==> config.mk <==
export PLATFORM = sky130hd
export DESIGN_NAME = hazard_scoreboard
export DESIGN_NICKNAME = d
export VERILOG_FILES = /design/src/rtl/hazard_scoreboard_pkg.sv /design/src/rtl/hazard_src_check.sv /design/src/rtl/hazard_scoreboard.sv
export SDC_FILE = /design/constraint.sdc
export NUM_CORES = 1
export LEC_CHECK = 0
export ABC_CLOCK_PERIOD_IN_PS = 4500
export CORE_MARGIN = 2
export CORE_UTILIZATION = 48
export CTS_CLUSTER_SIZE = 25
export DETAILED_ROUTE_END_ITERATION = 12
export PLACE_DENSITY_LB_ADDON = 0.15
export SYNTH_ARGS = -nofsm -noshare
export SYNTH_HDL_FRONTEND = slang
export SYNTH_SLANG_ARGS = --single-unit
==> constraint.sdc <==
create_clock -name clk -period 4.5 [get_ports clk]
set_input_delay 0.45 -clock clk [delete_from_list [all_inputs] [get_ports clk]]
set_output_delay 0.45 -clock clk [all_outputs]
set_load 0.05 [all_outputs]
==> src/rtl/hazard_scoreboard_pkg.sv <==
// rtl/hazard_scoreboard_pkg.sv - shared codes and slot field widths for the RAW hazard scoreboard
package hazard_scoreboard_pkg;

    localparam int SLOT_AW = 5;
    localparam int SLOT_SW = 3;

    localparam logic [1:0] FWD_RF  = 2'd0;
    localparam logic [1:0] FWD_EXE = 2'd1;
    localparam logic [1:0] FWD_MEM = 2'd2;
    localparam logic [1:0] FWD_WB  = 2'd3;

    localparam logic [2:0] STG_NONE = 3'b000;
    localparam logic [2:0] STG_EXE  = 3'b001;
    localparam logic [2:0] STG_MEM  = 3'b010;
    localparam logic [2:0] STG_WB   = 3'b100;

endpackage

==> src/rtl/hazard_src_check.sv <==
// rtl/hazard_src_check.sv - per-source youngest-match lookup: forward select or hazard
module hazard_src_check
    import hazard_scoreboard_pkg::*;
#(
    parameter int REG_AW = SLOT_AW,
    parameter int STG_W  = SLOT_SW
) (
    input  logic [REG_AW-1:0] r,
    input  logic              e_v,
    input  logic [REG_AW-1:0] e_waddr,
    input  logic [STG_W-1:0]  e_wstage,
    input  logic              m_v,
    input  logic [REG_AW-1:0] m_waddr,
    input  logic [STG_W-1:0]  m_wstage,
    input  logic              w_v,
    input  logic [REG_AW-1:0] w_waddr,
    input  logic [STG_W-1:0]  w_wstage,
    output logic [1:0]        sel,
    output logic              hazard
);

    logic r_used;
    logic e_hit;
    logic m_hit;
    logic w_hit;

    assign r_used = (r != '0);
    assign e_hit  = r_used && e_v && (e_waddr == r) && (e_wstage != '0);
    assign m_hit  = r_used && m_v && (m_waddr == r) && (m_wstage != '0);
    assign w_hit  = r_used && w_v && (w_waddr == r) && (w_wstage != '0);

    // Youngest producer decides; its data is usable once its valid stage is not later than its slot.
    always_comb begin
        sel    = FWD_RF;
        hazard = 1'b0;
        if (e_hit) begin
            if (e_wstage <= STG_W'(STG_EXE)) sel = FWD_EXE;
            else                             hazard = 1'b1;
        end else if (m_hit) begin
            if (m_wstage <= STG_W'(STG_MEM)) sel = FWD_MEM;
            else                             hazard = 1'b1;
        end else if (w_hit) begin
            if (w_wstage <= STG_W'(STG_WB))  sel = FWD_WB;
            else                             hazard = 1'b1;
        end
    end

endmodule

==> src/rtl/hazard_scoreboard.sv <==
// rtl/hazard_scoreboard.sv - ID/EXE RAW interlock and forwarding scheduler; SCOREBOARD_PERF_EN adds stall_cnt
module hazard_scoreboard
    import hazard_scoreboard_pkg::*;
#(
    parameter int REG_AW = SLOT_AW,
    parameter int STG_W  = SLOT_SW
) (
    input  logic              clk,
    input  logic              reset,
    input  logic              id_valid,
    input  logic [REG_AW-1:0] id_raddr1,
    input  logic [REG_AW-1:0] id_raddr2,
    input  logic [REG_AW-1:0] id_waddr,
    input  logic [STG_W-1:0]  id_wstage,
    input  logic              flush,
    input  logic              exe_allow_in,
    input  logic              exe_to_mem_fire,
    input  logic              mem_to_wb_fire,
    input  logic              wb_retire,
    output logic              id_stall,
    output logic              issue_fire,
    output logic [1:0]        fwd_sel1,
    output logic [1:0]        fwd_sel2
`ifdef SCOREBOARD_PERF_EN
    ,
    output logic [31:0]       stall_cnt
`endif
);

    logic              e_v, m_v, w_v;
    logic [REG_AW-1:0] e_waddr, m_waddr, w_waddr;
    logic [STG_W-1:0]  e_wstage, m_wstage, w_wstage;
    logic              hazard1, hazard2;

    hazard_src_check #(.REG_AW(REG_AW), .STG_W(STG_W)) u_src1 (
        .r(id_raddr1),
        .e_v(e_v), .e_waddr(e_waddr), .e_wstage(e_wstage),
        .m_v(m_v), .m_waddr(m_waddr), .m_wstage(m_wstage),
        .w_v(w_v), .w_waddr(w_waddr), .w_wstage(w_wstage),
        .sel(fwd_sel1), .hazard(hazard1)
    );

    hazard_src_check #(.REG_AW(REG_AW), .STG_W(STG_W)) u_src2 (
        .r(id_raddr2),
        .e_v(e_v), .e_waddr(e_waddr), .e_wstage(e_wstage),
        .m_v(m_v), .m_waddr(m_waddr), .m_wstage(m_wstage),
        .w_v(w_v), .w_waddr(w_waddr), .w_wstage(w_wstage),
        .sel(fwd_sel2), .hazard(hazard2)
    );

    assign id_stall   = id_valid & (hazard1 | hazard2);
    assign issue_fire = id_valid & ~id_stall & ~flush & exe_allow_in;

    // Slots mirror the pipeline handshakes; each stage reads its predecessor's pre-edge contents.
    always_ff @(posedge clk) begin
        if (reset) begin
            e_v <= 1'b0; e_waddr <= '0; e_wstage <= '0;
            m_v <= 1'b0; m_waddr <= '0; m_wstage <= '0;
            w_v <= 1'b0; w_waddr <= '0; w_wstage <= '0;
        end else begin
            if (issue_fire) begin
                e_v      <= 1'b1;
                e_waddr  <= id_waddr;
                e_wstage <= id_wstage;
            end else if (exe_to_mem_fire) begin
                e_v <= 1'b0;
            end

            if (exe_to_mem_fire) begin
                m_v      <= e_v;
                m_waddr  <= e_waddr;
                m_wstage <= e_wstage;
            end else if (mem_to_wb_fire) begin
                m_v <= 1'b0;
            end

            if (mem_to_wb_fire) begin
                w_v      <= m_v;
                w_waddr  <= m_waddr;
                w_wstage <= m_wstage;
            end else if (wb_retire) begin
                w_v <= 1'b0;
            end
        end
    end

`ifdef SCOREBOARD_PERF_EN
    always_ff @(posedge clk) begin
        if (reset) begin
            stall_cnt <= '0;
        end else if (id_stall && (stall_cnt != 32'hFFFF_FFFF)) begin
            stall_cnt <= stall_cnt + 32'd1;
        end
    end
`endif

endmodule

==> results of run 1 <==
-- layout make-up --
| class | instances | share of cell area (%) |
|---|---|---|
| Sequential cell | 27 | 27.0 |
| Tap cell | 46 | 2.88 |
| Clock buffer | 4 | 1.31 |
| Timing Repair Buffer | 32 | 16.4 |
| Multi-Input combinational cell | 145 | 52.4 |
-- metrics by stage --
step	area [µm²]	hold WS [ps]	util (%)
2_1_floorplan	1620	485	-
3_5_place_dp	1980	543	60.2
3_3_place_gp	1980	523	60.2
5_1_grt	2000	588	61.0
6_report	2000	565	61.0
4_1_cts	2000	564	61.0
-- Yosys cell counts, drive strengths merged, types with 2 or more instances --
cell,n,area [µm²]
a21oi,4,20.0
buf,2,18.8
clkbuf,4,15.0
dfxtp,27,541
mux2i,24,240
nand2,6,22.5
nand2b,17,106
nand3,7,35.0
nor2,25,101
nor3,8,45.0
nor4,3,18.8
o21ai,2,10.0
o31ai,2,42.5
xnor2,18,158
xor2,12,105
-- power groups by stage --
stage | Combinational (mW) | Sequential, mW | Clock, mW
floorplan | 0.0416 | 0.254 | 0
global placement | 0.0750 | 0.256 | 0
detailed placement | 0.0773 | 0.256 | 0
CTS | 0.0775 | 0.251 | 0.106
global route | 0.0841 | 0.252 | 0.121
finish | 0.0772 | 0.251 | 0.103
-- per-layer routing --
layer  vias up  GRT usage [%]  part of all wire (%)
met5         -              0                     0
met2        42           32.6                    46
met1       646           26.4                    46
met4         0           8.06                   1.8
li1        677              -                     -
met3         8           3.99                   6.3
-- worst max path at each step --
stage | start | end | slack [ps] | cells after the start
2_1_floorplan | id_raddr2[4] | fwd_sel2[0] | 1410 | 4
3_3_place_gp | id_raddr1[0] | id_stall | 900 | 8
5_1_grt | id_raddr1[1] | id_stall | 660 | 8
6_report | id_raddr1[4] | id_stall | 850 | 8
4_1_cts | id_raddr1[0] | id_stall | 850 | 8
3_5_place_dp | id_raddr1[0] | id_stall | 850 | 8
-- worst reg2reg max path, cell delays in order (launching register included) --
cell and delay, ps:
dfxtp_1 460, xnor2_1 150, nand3_1 130, or3_2 500
a311o_1 280, a22o_1 230, nor3_2 150, buf_4 240
mux2i_1 210
-- state kept, by name, summed over array words and instances (netlist names) --
signal	flops
m_waddr	5
w_wstage	3
w_v	1
m_v	1
m_wstage	3
w_waddr	5
e_waddr	5
e_wstage	3
e_v	1
-- cell families after synthesis --
kind of cell           Yosys count  share of synthesized area, %
AND/OR/NAND/NOR                 75                          24.9
XOR/XNOR                        30                          16.2
flip-flops                      27                          33.3
multiplexers                    24                          14.8
AO/OA/AOI/OAI                   16                          8.78
buffers and inverters            6                          2.08
==> flow_summary.yaml, run 1 <==
layout:
  diodes: 0
  stdcell_count: 254
  final_cell_mix: "30 x clkdlybuf4s50_1, 27 x dfxtp_1, 24 x nor2_1, 24 x mux2i_1, 18 x xnor2_1"
  nets: 235
  seqCellArea_um2: 541
  fillCellCount: 320
  drive_gt1_share_pct: 6.73
  final_common_cell: "clkdlybuf4s50_1"
  multiInputGateArea_um2: 1050
  area_delta_synth_final_pct: 23.3
route:
  vias: 1373
  antenna_left: 0
  viasPerCell: 5.41
  route.detailed.drc: 0
  drt-total-wl_mm: 3.60
  drt-initial-drc-count: 99
  wl_per_cell_um: 14.2
  first_pass_iters: 4
placed_design:
  dp_hpwl_mm: 2.84
  gp_congestion: 0.934
  dp_slack_ps: 846
  io_buffers: 31
  dpl.cell_count: 250
critical_path:
  required_ps: 4050
  r2r_cells: 8
  r2r_slack_ps: 2090
  path_max_fanout: 4
  critPathTopFamily: "buffers and inverters"
  path_cells: "clkdlybuf4s50_1 > xnor2_1 > nand3_1 > or3_2 > a311o_1 > a22o_1 > and2_1 > clkdlybuf4s50_1"
  cpMaxStageDelayCell: "clkdlybuf4s50_1"
  end_kind: "primary output"
  critical_path_class: "primary input to primary output"
  r2r_start: "m_waddr[0]"
  crit_path_max_incr_delay_ps: 690
  start_kind: "primary input"
  path_common_cell: "clkdlybuf4s50_1"
  r2r-end: "e_waddr[1]"
  crit_buf_inv: 2
  cp_data_arrival_time_ps: 3200
floorplan:
  die_h_um: 62.2
  die_w_um: 62.2
  core_area_um2: 3280
  die_area_um2: 3860
  start_util_pct: 49.4
  ios: 32
  num_rows: 21
clock_network:
  htreeDepth: 1
  cts_max_path_buffers: 2
  cts_root_buf: "clkbuf_4"
  cts_tree: "built"
  clk_latency_ps: 320
  postCtsSetupRepairBufs: 0
  cts_hold_buf: 0
  cts.clk_slew.worst_paths_ps: 140
  numCtsBuffers: 3
  cts.repair.resized: 0
  clkSinkCount: 27
pwr:
  p_clk_share_pct: 24.0
  powerDensity_nw_per_um2: 215
  leakage_nw: 0.743
  p_int_mw: 0.322
  p_seq_share_pct: 58.1
  power_mw: 0.431
  pwr-share-comb_pct: 17.9
  swShare_pct: 25.4
  p_sw_mw: 0.109
  ir_drop_v: 0.000109
timing:
  clock.fmax_mhz: 274
  fin_worst_skew_ps: 4.81
  final_min_period_over_clock_period_pct: 81.1
  final.setup.worst_slack_ps: 850
  grt_setup_unrepaired: "no"
  finalSetupViolCount: 0
  slew_viol_final: 0
  worst_pin_slew_ps: 999
  slew_headroom_pct: 33.2
  fin_crit_ps: 3650
  final_hold_viol_count: 0
  fin_tns_setup_ps: 0
synthesis:
  ys_seq_area_share_pct: 33.3
  syn-cell-area_um2: 1620
  synth_edf_count: 0
  async_flop_share_pct: 0
  syn_nets: 204
  syn_area_per_cell_um2: 9.12
  yosys_warnings: 0
  ys_ff_latch: 27
  ys_types: 35
  synth-main-ff-cell: "dfxtp_1"
  syn_inst: 178
outcome:
  status: "finished, final reports clean"
global_routing:
  grt_pass1_wl_mm: 6.30
  antenna_found_initial: 0
  first_global_vias: 1370
  grt_use_total_pct: 20.1
  grt_max_degree: 36
  grt_overflow: 0
worst_hold_path:
  min_path_cells: 2
  holdCritStartpoint: "m_wstage[1]"
  holdCritPathClass: "register to register"
  hold_end: "m_wstage[1]"
job:
  max_cap_violations: 0
Note: power is estimated with default switching activity, not from simulation.
==> inputs of run 2 (changes only) <==
--- a/config.mk
+++ b/config.mk
@@ -5,9 +5,9 @@
 export SDC_FILE = /design/constraint.sdc
 export NUM_CORES = 1
 export LEC_CHECK = 0
-export ABC_CLOCK_PERIOD_IN_PS = 4500
+export ABC_CLOCK_PERIOD_IN_PS = 3200
 export CORE_MARGIN = 2
-export CORE_UTILIZATION = 48
+export CORE_UTILIZATION = 46
 export CTS_CLUSTER_SIZE = 25
 export DETAILED_ROUTE_END_ITERATION = 12
 export PLACE_DENSITY_LB_ADDON = 0.15
==> constraint.sdc (replaced) <==
create_clock -name clk -period 3.2 [get_ports clk]
set_input_delay 0.32 -clock clk [delete_from_list [all_inputs] [get_ports clk]]
set_output_delay 0.32 -clock clk [all_outputs]
set_load 0.05 [all_outputs]
==> run 2 against run 1 <==
  * Register-to-register slack worse by 1400 ps
  * Cell count unchanged
  * Die area increased by 4.1%
  * Clock skew is 0.88 ps lower
  * Critical path type unchanged
  * Global-route usage decreased by 1.3 points
  * Sequential power grew 40%
  * Non-clock buffer count stayed put
  * Flip-flop and latch count unchanged
==> flow_summary.yaml, run 2 (synthesis gave the netlist of run 1 again) <==
floorplan:
  die_area_um2: 4020
  die_h_um: 63.4
  ios: 32
  core_area_um2: 3360
  die_w_um: 63.4
  num_rows: 21
  start_util_pct: 48.3
timing:
  fin_worst_skew_ps: 3.93
  final_hold_viol_count: 0
  clock.fmax_mhz: 334
  fin_tns_setup_ps: 0
  slew_viol_final: 0
  final_min_period_over_clock_period_pct: 93.5
  worst_pin_slew_ps: 1000
  grt_setup_unrepaired: "no"
  finalSetupViolCount: 0
  fin_crit_ps: 2990
  slew_headroom_pct: 33.0
  final.setup.worst_slack_ps: 209
critical_path:
  required_ps: 2880
  critPathTopFamily: "simple AND/OR/NAND/NOR gates"
  cp_data_arrival_time_ps: 2670
  crit_path_max_incr_delay_ps: 580
  crit_buf_inv: 2
  end_kind: "primary output"
  path_max_fanout: 5
  start_kind: "primary input"
  critical_path_class: "primary input to primary output"
  cpMaxStageDelayCell: "or4_4"
  path_cells: "clkdlybuf4s50_1 > or4_4 > nor2_4 > nor4_1 > a311o_1 > a22o_1 > nor3_2 > buf_12"
route:
  antenna_left: 0
  wl_per_cell_um: 14.3
  drt-initial-drc-count: 78
  route.detailed.drc: 0
  viasPerCell: 5.29
  first_pass_iters: 4
  drt-total-wl_mm: 3.62
  vias: 1344
pwr:
  power_mw: 0.604
  powerDensity_nw_per_um2: 304
  leakage_nw: 0.753
  ir_drop_v: 0.000170
placed_design:
  dpl.cell_count: 250
  dp_slack_ps: 161
  gp_congestion: 0.906
  io_buffers: 31
  dp_hpwl_mm: 2.79
layout:
  final_common_cell: "dfxtp_1"
  drive_gt1_share_pct: 9.13
  nets: 235
  stdcell_count: 254
  final_cell_mix: "27 x dfxtp_1, 25 x clkdlybuf4s50_1, 24 x nor2_1, 24 x mux2i_1, 18 x xnor2_1"
  fillCellCount: 318
  diodes: 0
  area_delta_synth_final_pct: 22.5
  top_regs: "e_waddr x5, m_waddr x5, w_waddr x5"
clock_network:
  clk_latency_ps: 310
  cts_max_path_buffers: 2
  cts_root_buf: "clkbuf_4"
  cts.repair.resized: 0
  cts_hold_buf: 0
  cts_tree: "built"
  postCtsSetupRepairBufs: 0
  htreeDepth: 1
  cts.clk_slew.worst_paths_ps: 130
  clkSinkCount: 27
  numCtsBuffers: 3
global_routing:
  first_global_vias: 1310
  grt_overflow: 0
  grt_use_total_pct: 18.9
  grt_pass1_wl_mm: 6.05
  antenna_found_initial: 0
  grt_max_degree: 36
job:
  max_cap_violations: 0
outcome:
  status: "finished, final reports clean"
worst_hold_path:
  holdCritPathClass: "primary input to register"
run 2: changes by cell type in the layout (fill, tap and decap cells not counted), sizes merged:
cell,delta
clkdlybuf4s50,-5
buf,+5
run 2: final cells by class:
class                      instances  area [µm²]  area share, %
timing repair buffer              32         315           15.8
tap                               46        57.6           2.89
multi-input combinational        145        1050           52.8
sequential                        27         541           27.2
clock buffer                       4        26.3           1.32
run 2: metal layers:
layer,part of all wire [%],vias up,track usage (%)
met5,0,-,0
met4,2.0,0,6.79
met3,6.1,10,4.46
met2,45,45,30.1
met1,47,612,24.7
li1,-,677,-
run 2: worst paths after layout:
path,from,slack (ps),cells past startpoint,to
max reg2reg,m_waddr[0],660,8,e_wstage[0]
min,id_waddr[4],560,3,e_waddr[4]
min reg2reg,e_wstage[0],560,2,e_wstage[0]
max,id_raddr1[0],210,8,issue_fire
run 2: worst register-to-register path: cells and delay by family (launching register included):
family | cells | cell delay [ps]
AO/OA/AOI/OAI | 2 | 510
XOR/XNOR | 1 | 150
buffers and inverters | 1 | 260
flip-flops | 1 | 460
multiplexers | 1 | 210
AND/OR/NAND/NOR | 3 | 890
run 2: report_power, final:
part | switching [mW] | total (mW) | leakage (nW) | internal [mW]
Combinational | 0.0486 | 0.110 | 0.519 | 0.0609
Clock | 0.0934 | 0.142 | 0.0150 | 0.0487
Sequential | 0.00942 | 0.352 | 0.218 | 0.343
Total | 0.151 | 0.604 | 0.753 | 0.453
run 2: per-stage QoR:
stage | cell area [µm²] | util (%) | hold slack (ps)
2_1_floorplan | 1620 | - | 475
3_3_place_gp | 1960 | 58.4 | 523
3_5_place_dp | 1960 | 58.4 | 526
4_1_cts | 1990 | 59.2 | 543
5_1_grt | 1990 | 59.2 | 546
6_report | 1990 | 59.2 | 557
